[src/rtl/spi_reg_file.sv]
// spi_reg_file: read-write byte register file behind the SPI slave.
//
// Two writers share a single write port. An SPI write always commits on the
// edge it is sampled. A core write that collides with an SPI write is parked
// in a one-entry pending buffer. That entry commits on the first edge without
// an SPI write, or is discarded if SPI writes the same register first.
// Any address >= RW_REG_COUNT is ignored for both sources.
//
// Optional feature: define SPI_REG_DIRTY_EN to add per-register "written by
// SPI" flags (spi_dirty) with per-register clear strobes (dirty_clr).
//
// Ports:
//   clk, rst_n          clock; asynchronous active-low reset
//   spi_write           single-cycle SPI write strobe
//   spi_address         SPI target register
//   spi_data            SPI write byte
//   core_write          core write request, accepted only while core_ready=1
//   core_address        core target register
//   core_data           core write byte
//   core_ready          pending buffer empty
//   core_overrun        sticky: a core write arrived while core_ready=0
//   rw_data             flattened register contents, byte i at [8*i+7:8*i]
//   spi_dirty           per-register SPI-written flags  (SPI_REG_DIRTY_EN)
//   dirty_clr           per-register dirty-clear strobes (SPI_REG_DIRTY_EN)
module spi_reg_file #(
    parameter int unsigned                RW_REG_COUNT = 23,
    parameter logic [RW_REG_COUNT*8-1:0]  RESET_VALUE  = '0
) (
    input  logic                      clk,
    input  logic                      rst_n,
    input  logic                      spi_write,
    input  logic [4:0]                spi_address,
    input  logic [7:0]                spi_data,
    input  logic                      core_write,
    input  logic [4:0]                core_address,
    input  logic [7:0]                core_data,
    output logic                      core_ready,
    output logic                      core_overrun,
    output logic [RW_REG_COUNT*8-1:0] rw_data
`ifdef SPI_REG_DIRTY_EN
    ,
    output logic [RW_REG_COUNT-1:0]   spi_dirty,
    input  logic [RW_REG_COUNT-1:0]   dirty_clr
`endif
);

    logic                      pend_valid_q, pend_valid_d;
    logic [4:0]                pend_addr_q, pend_addr_d;
    logic [7:0]                pend_data_q, pend_data_d;
    logic                      core_overrun_q, core_overrun_d;
    logic [RW_REG_COUNT*8-1:0] rw_data_q, rw_data_d;

    logic       spi_in_range;
    logic       core_in_range;
    logic       core_accept;
    logic       wr_en;
    logic [4:0] wr_addr;
    logic [7:0] wr_data;

    assign spi_in_range  = {27'd0, spi_address} < RW_REG_COUNT;
    assign core_in_range = {27'd0, core_address} < RW_REG_COUNT;
    assign core_accept   = core_write & ~pend_valid_q;

    always_comb begin
        pend_valid_d   = pend_valid_q;
        pend_addr_d    = pend_addr_q;
        pend_data_d    = pend_data_q;
        core_overrun_d = core_overrun_q | (core_write & pend_valid_q);
        wr_en          = 1'b0;
        wr_addr        = spi_address;
        wr_data        = spi_data;

        if (spi_write) begin
            wr_en = spi_in_range;
            if (pend_valid_q && (pend_addr_q == spi_address)) begin
                // SPI overwrote the parked register: its value is final.
                pend_valid_d = 1'b0;
            end else if (core_accept && core_in_range && (core_address != spi_address)) begin
                // Collision: park the core write. A same-address collision is
                // simply lost to the SPI value.
                pend_valid_d = 1'b1;
                pend_addr_d  = core_address;
                pend_data_d  = core_data;
            end
        end else if (pend_valid_q) begin
            wr_en        = 1'b1;
            wr_addr      = pend_addr_q;
            wr_data      = pend_data_q;
            pend_valid_d = 1'b0;
        end else if (core_accept) begin
            wr_en   = core_in_range;
            wr_addr = core_address;
            wr_data = core_data;
        end

        rw_data_d = rw_data_q;
        for (int i = 0; i < RW_REG_COUNT; i++) begin
            if (wr_en && (wr_addr == 5'(i))) begin
                rw_data_d[8*i +: 8] = wr_data;
            end
        end
    end

    always_ff @(posedge clk or negedge rst_n) begin
        if (!rst_n) begin
            pend_valid_q   <= 1'b0;
            pend_addr_q    <= '0;
            pend_data_q    <= '0;
            core_overrun_q <= 1'b0;
            rw_data_q      <= RESET_VALUE;
        end else begin
            pend_valid_q   <= pend_valid_d;
            pend_addr_q    <= pend_addr_d;
            pend_data_q    <= pend_data_d;
            core_overrun_q <= core_overrun_d;
            rw_data_q      <= rw_data_d;
        end
    end

    assign core_ready   = ~pend_valid_q;
    assign core_overrun = core_overrun_q;
    assign rw_data      = rw_data_q;

`ifdef SPI_REG_DIRTY_EN
    logic [RW_REG_COUNT-1:0] dirty_q, dirty_d;

    // Clear first, then set, so a committed SPI write wins over a clear.
    always_comb begin
        dirty_d = dirty_q & ~dirty_clr;
        for (int i = 0; i < RW_REG_COUNT; i++) begin
            if (spi_write && spi_in_range && (spi_address == 5'(i))) begin
                dirty_d[i] = 1'b1;
            end
        end
    end

    always_ff @(posedge clk or negedge rst_n) begin
        if (!rst_n) begin
            dirty_q <= '0;
        end else begin
            dirty_q <= dirty_d;
        end
    end

    assign spi_dirty = dirty_q;
`endif

endmodule

[config.mk]
export PLATFORM = sky130hd
export DESIGN_NAME = spi_reg_file
export DESIGN_NICKNAME = d
export VERILOG_FILES = /design/src/rtl/spi_reg_file.sv
export SDC_FILE = /design/constraint.sdc
export NUM_CORES = 1
export LEC_CHECK = 0
export ABC_AREA = 0
export ABC_CLOCK_PERIOD_IN_PS = 4000
export CELL_PAD_IN_SITES_DETAIL_PLACEMENT = 0
export CELL_PAD_IN_SITES_GLOBAL_PLACEMENT = 2
export CORE_UTILIZATION = 36
export CTS_CLUSTER_DIAMETER = 30
export DETAILED_ROUTE_END_ITERATION = 8
export GPL_ROUTABILITY_DRIVEN = 0
export GPL_TIMING_DRIVEN = 1
export PLACE_DENSITY_LB_ADDON = 0.1
export SLEW_MARGIN = 5
export SYNTH_ARGS = -nofsm -noshare
export SYNTH_HDL_FRONTEND = slang
export SYNTH_SLANG_ARGS = --single-unit
[constraint.sdc]
create_clock -name clk -period 4 [get_ports clk]
set_clock_uncertainty 0.2 [all_clocks]
set_input_delay 0.6 -clock clk [delete_from_list [all_inputs] [get_ports clk]]
set_output_delay 0.6 -clock clk [all_outputs]
set_load 0.02 [all_outputs]
---- After elaboration in Yosys (flattened, before gate mapping) ----
Cells that the tools add are included.
cells by class
  magnitude comparators ................... 2
  reduce and logical (&&, ||, !) cells .... 28
  bitwise gates (word level) .............. 5
  eq/ne operators ......................... 25
  muxes and demuxes ....................... 12
operators with widths
  cell                                                    number
  equality test 5 x 4 -> 1 bit (second input constant)    8
  equality test 5 bit (second input constant)             7
  logical AND 1 bit                                       26
  2-to-1 mux 8 bit                                        3
  equality test 5 x 3 -> 1 bit (second input constant)    4
  2-to-1 mux 5 bit                                        3
  equality test 5 x 2 -> 1 bit (second input constant)    2
  less-than comparator 5 bit (second input constant)      2
  2-to-1 mux 1 bit                                        6
  equality test 5 x 1 -> 1 bit (second input constant)    1
  equality test 5 bit                                     1
  zero test 5 bit                                         1
  inequality test 5 bit                                   1
  inequality test 3 x 1 -> 1 bit (second input constant)  1
  AND reduction 3 bit                                     1
  AND 1 bit                                               2
  inverter 1 bit                                          2
  OR 1 bit                                                1
storage, ports and cells
  logic and storage cells ................. 99
  register bits after elaboration ......... 199
  output and inout port bits .............. 186
  input port bits ......................... 30

---- Longest topological paths before layout ----
Gate-level depths: netlist of the first run.
  word-level depth ........................ 7
  gate-level depth with buffers ........... 9
  gate-level depth less buffers ........... 6

---- Least setup slack after synthesis of the first run ----
OpenSTA, ideal clock, no wires.
  path kind ............................... input -> register
  start point ............................. input core_write
  end point ............................... register rw_data_q[128] (netlist: rw_data[128])
  path buffers ............................ 2
  setup time .............................. 0.125 ns
  data required time ...................... 3.675 ns
  stages on the path ...................... 8
  arrival time ............................ 2.317 ns
  slack ................................... 1.358 ns
  cells stage by stage .................... buf_2 -> or2_4 -> a21oi_1 -> a211oi_2 -> or2_4 -> or3_1 -> buf_6 -> mux2_4
between the ends
  word-level cells in the longest chain between the ends .. 6
  elaborated cells on any way between the ends .. 12
  those cells by class .................... eq/ne: 1; mux: 9; bitwise: 1; reduce/logical: 1
ends and longest elaborated chain
  what                    line  RTL
  start: declaration      34    input logic core_write,
  AND 1 bit *             62    assign core_accept = core_write & ~pend_valid_q;
  2-to-1 mux 5 bit        90    end else if (core_accept) begin
  2-to-1 mux 5 bit        85    end else if (pend_valid_q) begin
  2-to-1 mux 5 bit        73    if (spi_write) begin
  equality test 5 bit     98    if (wr_en && (wr_addr == 5'(i))) begin
  logical AND 1 bit       98
  end signal: assignment  116   rw_data_q <= rw_data_d;
  end: declaration        51    logic [RW_REG_COUNT*8-1:0] rw_data_q, rw_data_d;
Mark *: on every way between the ends. The rest lies on a longest branch, timed or not.
A chain may end at the register's enable or synchronous reset.

---- Worst setup path after layout of the first run ----
  start point ............................. input core_write
  end point ............................... register rw_data_q[177] (netlist: rw_data[177])
The elaborated chain is that of the path after synthesis.

==> results of run 1 <==
## cells by family (layout without fill, tap and decap cells)
logic type / Yosys count / after routing / share of synthesized area
AO/OA/AOI/OAI: 43 / 43 / 0.03599
XOR/XNOR: 10 / 10 / 0.01068
buffers and inverters: 35 / 264 / 0.01922
flip-flops: 199 / 199 / 0.6070
multiplexers: 197 / 197 / 0.2741
AND/OR/NAND/NOR: 70 / 70 / 0.05307
## cells in the final DEF, fill, tap and decap left out, types with 2 or more instances in the layout
master           instances
mux2_1                   4
dfrtp_1                199
clkdlybuf4s50_1        214
a31oi_1                  2
nor2_1                  18
xnor2_1                  3
o22ai_1                  8
a211o_1                  2
clkbuf_16               17
a21oi_2                 10
mux2_4                   8
mux2_2                 185
nand2b_1                 5
a21o_1                   2
inv_6                    6
clkinv_8                 2
or2_1                    2
and3_1                   2
inv_8                    3
a211oi_2                 3
nand2_1                 13
o21ai_0                  8
clkbuf_8                 3
nand3_1                  6
buf_4                   14
or2_4                    2
nor3_4                   6
a21oi_1                  3
xor2_1                   7
nor2_2                   9
## cell type report
class,instances,share of cell area
repair buffers,230,0.2017
clock buffers,19,0.04004
clock inverters,13,0.01261
flip-flops and latches,199,0.4403
inverters,2,0.0006637
well taps,280,0.03097
multi-input cells,320,0.2738
## registers in the layout, summed over array words and instances (netlist names)
name,cells
core_overrun,1
pend_data_q,8
rw_data,184
pend_addr_q,5
pend_valid_q,1
## final timing paths
path / endpoint / slack [ns] / start / cells after the start
worst max-delay path: rw_data[177] / 0.81 / core_write / 6
worst min-delay path: rw_data[90] / -0.005 / rst_n / 1
min in group clk: core_overrun / 0.28 / core_overrun / 1
worst max register to register: rw_data[177] / 0.96 / pend_valid_q / 5
max in group asynchronous: rw_data[72] / 2.58 / rst_n / 2
worst min register to register: core_overrun / 0.28 / core_overrun / 1
## metrics by stage
| step | utilization | std cells | cell area (sq um) |
|---|---|---|---|
| after global placement | 0.4850 | 1031 | 10720 |
| final | 0.5119 | 1063 | 11310 |
| after floorplan | - | 554 | 8204 |
| after detailed placement | 0.4850 | 1031 | 10720 |
| after CTS | 0.5119 | 1063 | 11310 |
| after global routing | 0.5119 | 1063 | 11310 |
## report_power, final
group / leakage (nW) / switching [mW] / internal [mW]
combinational: 2.10 / 2.07 / 2.23
sequential: 2.48 / 0.530 / 2.93
clock: 0.290 / 0.843 / 0.875
## metal layers
layer | vias to the layer above | share of wire | global-route usage
li1 | 2385 | - | -
met1 | 2751 | 0.43 | 0.2519
met2 | 147 | 0.49 | 0.3394
met3 | 22 | 0.068 | 0.06805
met4 | 0 | 0.016 | 0.05916
met5 | - | 0 | 0
## Yosys cell counts, types with 2 or more instances
library cell	count
or2_1	2
a21o_1	2
o21ai_0	8
nand3_1	6
mux2_1	4
and3_1	2
a211o_1	2
nor2_1	18
mux2_2	185
o22ai_1	8
xor2_1	7
a31oi_1	2
mux2_4	8
dfrtp_1	199
a21oi_2	2
clkbuf_1	19
nand2b_1	5
or2_4	2
nor3_4	6
xnor2_1	3
nor2_2	9
buf_2	12
a21oi_1	11
nand2_1	13
a211oi_2	3
## worst reg2reg max path, cell delays in order, from the launching register on
cell and delay (ns):
dfrtp_1 0.50, nor2b_1 0.58, a211oi_2 0.24, nand2b_1 0.45, nor3_4 0.55, mux2_2 0.39
==> results.sh, run 1 <==
export IMPL_cp_arrival_ns=3.30
export IMPL_cts_root_buf="clkbuf_16"
export IMPL_avgSynthCellArea_sq_um=14.81
export IMPL_ys_types=41
export IMPL_drc=0
export IMPL_grt_use_total=0.2039
export IMPL_path_buf_inv=1
export IMPL_cts_resized=0
export IMPL_yosys_warnings=0
export IMPL_postCtsHoldBufs=0
export IMPL_synth_area_sq_mm=0.008204
export IMPL_slew_viol_final=0
export IMPL_synth_nets=584
export IMPL_place_hpwl_um=15830
export IMPL_clockBufferDepth=2
export IMPL_netlist_instances=554
export IMPL_viasPerCell=4.991
export IMPL_path_cells="clkdlybuf4s50_1, nor2b_1, a211oi_2, nand2b_1, nor3_4, mux2_2"
export IMPL_ys_top_cells_by_area="dfrtp_1, mux2_2, mux2_4"
export IMPL_core_sq_mm=0.02209
export IMPL_synthArstFlopShare=1.000
export IMPL_drt_iter0_markers=142
export IMPL_clk_latency_ns=0.43
export IMPL_cts_buffers=17
export IMPL_cts_sinks=199
export IMPL_p_per_area_mw_per_mm2=837.3
export IMPL_antenna_found_initial=0
export IMPL_worstMarginPinSlew_ns=0.7098
export IMPL_hold_path_class="in -> async"
export IMPL_die_y_um=153.0
export IMPL_numPortBuffers=215
export IMPL_ant_nets=0
export IMPL_fill_cells=1868
export IMPL_seqCellArea_sq_mm=0.004980
export IMPL_synth_largest_area_cell="dfrtp_1"
export IMPL_setup_tns_ns=0
export IMPL_hold_slack_ns=-0.005050
export IMPL_rsz0062_at_grt="false"
export IMPL_cp_max_fo=8
export IMPL_post_cts_setup_buffers=0
export IMPL_routed_wl_um=23010
export IMPL_wl_per_cell_um=21.64
export IMPL_slowest_stage="nor2b_1"
export IMPL_cp_top_family="simple AND/OR/NAND/NOR gates"
export IMPL_synth_top_area_share=0.6070
export IMPL_fmax_ghz=0.3134
export IMPL_timing_final_crit_period_ns=3.191
export IMPL_synth_edf_count=0
export IMPL_dp_slack_ns=0.3296
export IMPL_criticalPathCategory="in -> reg"
export IMPL_grt_pass1_vias=5899
export IMPL_setup_ws_ns=0.8087
export IMPL_syn2layout_area_growth_pct=37.87
export IMPL_synthFlopType="dfrtp_1"
export IMPL_status="complete, but fails checks"
export IMPL_crit_required_ns=4.11
export IMPL_timing_slew_headroom=0.5268
export IMPL_start_util=0.3713
export IMPL_setup_violations=0
export IMPL_worstSetupEndpointType="register"
export IMPL_timing_final_crit_share=0.7978
export IMPL_yosysSeqAreaShare=0.6070
export IMPL_cap_violations=0
export IMPL_hold_violations=3
export IMPL_io_pins=216
export IMPL_clk_pin_slew_ns=0.08
export IMPL_critPathLaunchType="primary input"
export IMPL_grt_max_degree=85
export IMPL_violations="negative hold slack"
export IMPL_p_leak_nw=4.866
export IMPL_cts_tree="built"
export IMPL_ir_drop_mv=0.3429
export IMPL_diodes=0
export IMPL_row_count=54
export IMPL_drive_gt1_frac=0.3512
export IMPL_fin_nets=800
export IMPL_critical_path_max_stage_delay_ns=0.56
export IMPL_vias=5305
export IMPL_multi_input_area_sq_mm=0.003097
export IMPL_die_x_um=153.0
export IMPL_grt_pass1_wl_um=35830
export IMPL_dieArea_sq_mm=0.02340
export IMPL_ys_seq_elements=199
export IMPL_first_pass_iters=4
export IMPL_globalRouteOverflowTotal=0
export IMPL_htreeDepth=4
export IMPL_power_total_mw=9.471
Power figures use the tool's default switching activity.
==> inputs of run 2 (changes only) <==
ABC_CLOCK_PERIOD_IN_PS = 3300   (was 4000)
CORE_UTILIZATION = 33   (was 36)
clock period = 3.3 ns   (was 4 ns; I/O delays follow)
==> run 2 against run 1 <==
Effect of this change: the flow now finishes without violations; via count increased by 3.3%; worst hold slack improved by 0.29 ns; clock power rose by 28%; die area up 9.0%; routed wire length increased by 2.4%; critical path type unchanged; cell area up 2.6%; non-clock buffer count rose by 25; sequential share of layout area shrank 1.1 points; critical path depth rose by 2; register-to-register slack got worse by 0.37 ns; clock-buffer cell count is 1 lower.
==> results.sh, run 2 (synthesis results as in run 1) <==
export IMPL_place_hpwl_um=16530
export IMPL_cts_buffers=17
export IMPL_p_per_area_mw_per_mm2=1001
export IMPL_vias=5481
export IMPL_antenna_found_initial=1
export IMPL_setup_violations=0
export IMPL_layout_commonest_cell="clkdlybuf4s50_1"
export IMPL_grt_pass1_vias=5995
export IMPL_critical_path_max_stage_delay_ns=0.49
export IMPL_p_leak_nw=5.007
export IMPL_path_buf_inv=3
export IMPL_cts_root_buf="clkbuf_16"
export IMPL_power_total_mw=11.61
export IMPL_routed_wl_um=23570
export IMPL_ir_drop_mv=0.4816
export IMPL_viasPerCell=4.838
export IMPL_fin_nets=825
export IMPL_crit_required_ns=3.41
export IMPL_drt_iter0_markers=240
export IMPL_dieArea_sq_mm=0.02550
export IMPL_grt_use_total=0.1944
export IMPL_hold_violations=0
export IMPL_cp_arrival_ns=2.91
export IMPL_r2r_slack_ns=0.59
export IMPL_syn2layout_area_growth_pct=41.42
export IMPL_seqCellArea_sq_mm=0.004980
export IMPL_rr_startpoint="pend_valid_q"
export IMPL_first_pass_iters=5
export IMPL_clk_pin_slew_ns=0.07
export IMPL_die_x_um=159.7
export IMPL_cp_top_family="buffers and inverters"
export IMPL_whs_endpoint="core_overrun"
export IMPL_hold_path_class="reg -> reg"
export IMPL_row_count=57
export IMPL_fmax_ghz=0.3569
export IMPL_cts_tree="built"
export IMPL_rsz0062_at_grt="false"
export IMPL_ant_nets=0
export IMPL_timing_final_crit_share=0.8490
export IMPL_r2r_end="rw_data[144]"
export IMPL_io_pins=216
export IMPL_drc=0
export IMPL_timing_final_crit_period_ns=2.802
export IMPL_hold_depth=1
export IMPL_htreeDepth=4
export IMPL_cts_resized=0
export IMPL_clockBufferDepth=2
export IMPL_cap_violations=0
export IMPL_criticalPathCategory="in -> reg"
export IMPL_worstSetupEndpointType="register"
export IMPL_setup_tns_ns=0
export IMPL_grt_max_degree=65
export IMPL_largest_reg_flops=184
export IMPL_status="complete, no violations"
export IMPL_cts_sinks=199
export IMPL_post_route_util=0.4771
export IMPL_layout_common_cells="clkdlybuf4s50_1, dfrtp_1, mux2_2"
export IMPL_path_cells="clkdlybuf4s50_1, nor2b_1, buf_4, a211oi_2, nand2b_1, buf_4, nor3_4, mux2_2"
export IMPL_cp_max_fo=8
export IMPL_core_sq_mm=0.02432
export IMPL_globalRouteOverflowTotal=0
export IMPL_numPortBuffers=215
export IMPL_drive_gt1_frac=0.3688
export IMPL_start_util=0.3373
export IMPL_crit_top_cell="buf_4"
export IMPL_fill_cells=2134
export IMPL_slowest_stage="clkdlybuf4s50_1"
export IMPL_wl_per_cell_um=20.80
export IMPL_slew_viol_final=0
export IMPL_timing_slew_headroom=0.4366
export IMPL_rr_worst_depth=7
export IMPL_worstMarginPinSlew_ns=0.8451
export IMPL_clk_latency_ns=0.43
export IMPL_die_y_um=159.7
export IMPL_min_from="core_overrun"
export IMPL_grt_pass1_wl_um=37230
export IMPL_multi_input_area_sq_mm=0.003097
export IMPL_critPathLaunchType="primary input"
[run 2: changes by cell type in the layout (fill, tap and decap cells not counted), sizes merged]
| cell | previous run | this run |
|---|---|---|
| clkinv | 3 | 7 |
| diode | 0 | 1 |
| dlygate4sd3 | 0 | 1 |
| inv | 11 | 7 |
| buf | 15 | 39 |
| clkinvlp | 1 | 0 |
| bufinv | 0 | 2 |
| clkbuf | 20 | 19 |
[run 2: where the power goes]
part / leakage [nW] / switching [mW] / internal [mW]
Clock: 0.309 / 1.04 / 1.18
Combinational: 2.22 / 2.50 / 2.72
Sequential: 2.48 / 0.636 / 3.55
Total: 5.01 / 4.17 / 7.44
[run 2: worst max path at each step]
stage,endpoint,from,cells past startpoint
final,rw_data[144],core_write,8
after global placement,rw_data[22],core_write,7
after detailed placement,rw_data[66],core_address[4],7
after global routing,rw_data[23],core_address[1],7
after floorplan,rw_data[128],core_write,8
after CTS,core_ready,pend_valid_q,2
[run 2: metrics by stage]
step / cell area, sq um / hold slack [ns] / cells / setup slack (ns)
detailed placement: 10950 / 0.2829 / 1099 / 0.07785
global placement: 10950 / 0.2507 / 1099 / 0.1127
global route: 11600 / 0.3198 / 1132 / 0.3944
CTS: 11600 / 0.3023 / 1132 / 0.4743
floorplan: 8204 / -0.0005910 / 554 / 0.7629
finish: 11600 / 0.2898 / 1133 / 0.4983
[run 2: area by class of cell]
class,count,area share
well taps,324,0.03494
clock buffers,18,0.03699
flip-flops and latches,199,0.4292
inverters,2,0.0006470
multi-input cells,320,0.2669
clock inverters,14,0.01812
repair buffers,255,0.2130
diodes,1,0.0002157
[run 2: worst reg2reg max path: stages, from the launching register on]
cell and delay [ns]:
dfrtp_1 0.55, or2_4 0.23, a21oi_1 0.08, a211oi_2 0.35
nand2b_1 0.20, buf_4 0.21, nor3_4 0.40, mux2_2 0.40
[run 2: routing by layer]
layer	track usage	share of wire
met1	0.2481	0.44
met2	0.3224	0.48
met3	0.05403	0.068
met4	0.05507	0.015
met5	0	0
[run 2: timing repair]
| item | in CTS | in global routing |
|---|---|---|
| hold buffers | 1 | 0 |
| setup endpoints to repair | 0 | 0 |
| endpoints found under the hold margin | 60 | 0 |
| setup buffers | 0 | 0 |
==> edit, RTL diff (flow settings as in run 2) <==
Set the parameter `RW_REG_COUNT` to 46 (it was 23).
--- a/src/rtl/spi_reg_file.sv
+++ b/src/rtl/spi_reg_file.sv
@@ -24,5 +24,5 @@
 //   dirty_clr           per-register dirty-clear strobes (SPI_REG_DIRTY_EN)
 module spi_reg_file #(
-    parameter int unsigned                RW_REG_COUNT = 23,
+    parameter int unsigned                RW_REG_COUNT = 46,
     parameter logic [RW_REG_COUNT*8-1:0]  RESET_VALUE  = '0
 ) (
Interface: changed (resized rw_data); port bits go from 216 to 400. No check against the original RTL was run, so the function may have changed too.
==> edit against run 2 <==
- non-clock buffer count increased by 191
- synthesized cell count increased by 48%
- via count increased by 45%
- power increased by 95%
- critical path depth decreased by 5
- sequential share of layout area decreased by 5.9 points
- final area increased by 58%
- area after synthesis increased by 43%
- wire length increased by 52%
- register-to-register slack about the same
- largest cell class unchanged
- combinational power increased by 88%
- die area increased by 42%
- sequential cell count increased by 72
- worst setup slack got worse by 0.067 ns
- critical path type is now flop to output port
==> edit: results (changes against run 2) <==
* WHS at 0.196 ns (-0.0933 ns)
* M3 GR Usage at 6.02% (+0.62 points)
* Net count after synthesis at 849 (+45%)
* Vias in the first global route at 8,413 (+40%)
* Clock Pin Slew Worst Setup and Hold Paths at 0.05 ns (-0.02 ns)
* Max clock buf depth at 3 (+1)
* IO Port Bufs at 399 (+86%)
* Unique masters post-synth at 39 (-4.9%)
* R2R setup slack at 0.59 ns (about the same)
* Cells on worst reg2reg path at 5 (-2)
* CP peak stage delay at 0.57 ns (+0.08 ns)
* Synth Warn # at 0 (unchanged)
* M2 GR Usage at 32.4% (+0.16 points)
* Met1 Track Usage GR at 24.6% (-0.21 points)
* Iter 0 DRT Violations at 225 (-6.3%)
* Worst Hold Class: input port to async pin
* H-tree lvl count at 3 (-1)
* Crit-path slowest cell: dfrtp_1
* ANT cells at 0 (-1)
* Fill count at 3,051 (+43%)
* Max VDD drop at 777 µV (+61%)
* WL per Instance at 21.1 µm (+1.4%)
* Synth top area share at 57.9% (-2.8 points)
* Final HPWL DP at 24,400 µm (+48%)
* Insertion delay to the later sink of the worst-skew pair at 0.54 ns (+0.11 ns)
* Commonest cells in the netlist: 271 x dfrtp_1, 251 x mux2_2, 112 x buf_4, 28 x clkbuf_1, 18 x mux2_1
* First-pass GRT wire length at 53,500 µm (+44%)
* Total GRT Usage at 19.7% (+0.26 points)
* Drt pass-1 iters at 4 (-1)
* Worst Path Max Fanout at 14 (+6)
* R2r endpoint: rw_data[328]
* Tot Pwr at 22.7 mW (+95%)
* Leak Pwr at 7.79 nW (+56%)
* Arrival @ worst endpoint at 2.17 ns (-0.74 ns)
* Initial antenna violation count at 0 (-1)
* Nets at 1,220 (+48%)
* Place WS at 0.0472 ns (-0.0307 ns)
* Run status: finished, final reports clean
* Layout cell share with drive strength beyond 1 at 37.8% (+0.87 points)
## edit: cell families (layout without fill, tap and decap cells)
group | Yosys count | count (layout) | synth area share (%)
xor gates and xnor gates | 10 | 10 | 0.748
and+or+nand+nor | 77 | 77 | 4.09
buffers and inverters | 148 | 574 | 8.38
muxes | 269 | 269 | 25.9
DFF | 271 | 271 | 57.9
AOI/OAI and AO/OA | 44 | 44 | 2.97
## edit: where the power goes
part	internal [mW]	total (mW)	switching [mW]
logic	5.00	9.79	4.78
registers	4.93	6.06	1.12
clock network	4.73	6.82	2.09
## edit: per-layer routing
metal / share of wire, % / vias to the layer above
li1: - / 3546
met1: 42 / 4056
met3: 7.1 / 54
met2: 49 / 305
met5: 0 / -
met4: 2.1 / 0
## edit: how the worst max path moves through the flow
stage / start / slack, ns / end / depth (start not counted)
finish: pend_valid_q / 0.43 / core_ready / 3
global route: pend_valid_q / 0.33 / core_ready / 3
CTS: pend_valid_q / 0.40 / core_ready / 3
detailed placement: spi_write / 0.05 / rw_data[328] / 6
global placement: spi_write / 0.09 / rw_data[320] / 6
floorplan: spi_write / 0.78 / rw_data[136] / 6
## edit: worst register-to-register path: stages (launching register included)
cell     delay (ns)
dfrtp_1        0.51
or4b_1         0.62
o221a_2        0.23
nor3_1         0.40
nand2_2        0.28
mux2_2         0.35
## edit: layout make-up
type / count / area share [%]
flip-flops and latches: 271 / 37.0
repair buffers: 446 / 24.8
multi-input cells: 400 / 22.0
clock buffers: 91 / 10.7
well taps: 455 / 3.10
clock inverters: 35 / 2.42
inverters: 2 / 0.0409
## edit: what timing repair did
item / in CTS / in global routing
hold buffers: 1 / 0
resized for setup: 0 / 0
hold endpoints to repair: 42 / 0
setup endpoints to repair: 0 / 0
## edit: stage by stage
stage               instances  instance area (µm²)
global route             1700                18300
floorplan                 819                11700
global placement         1573                15900
detailed placement       1573                15900
CTS                      1700                18300
finish                   1700                18300
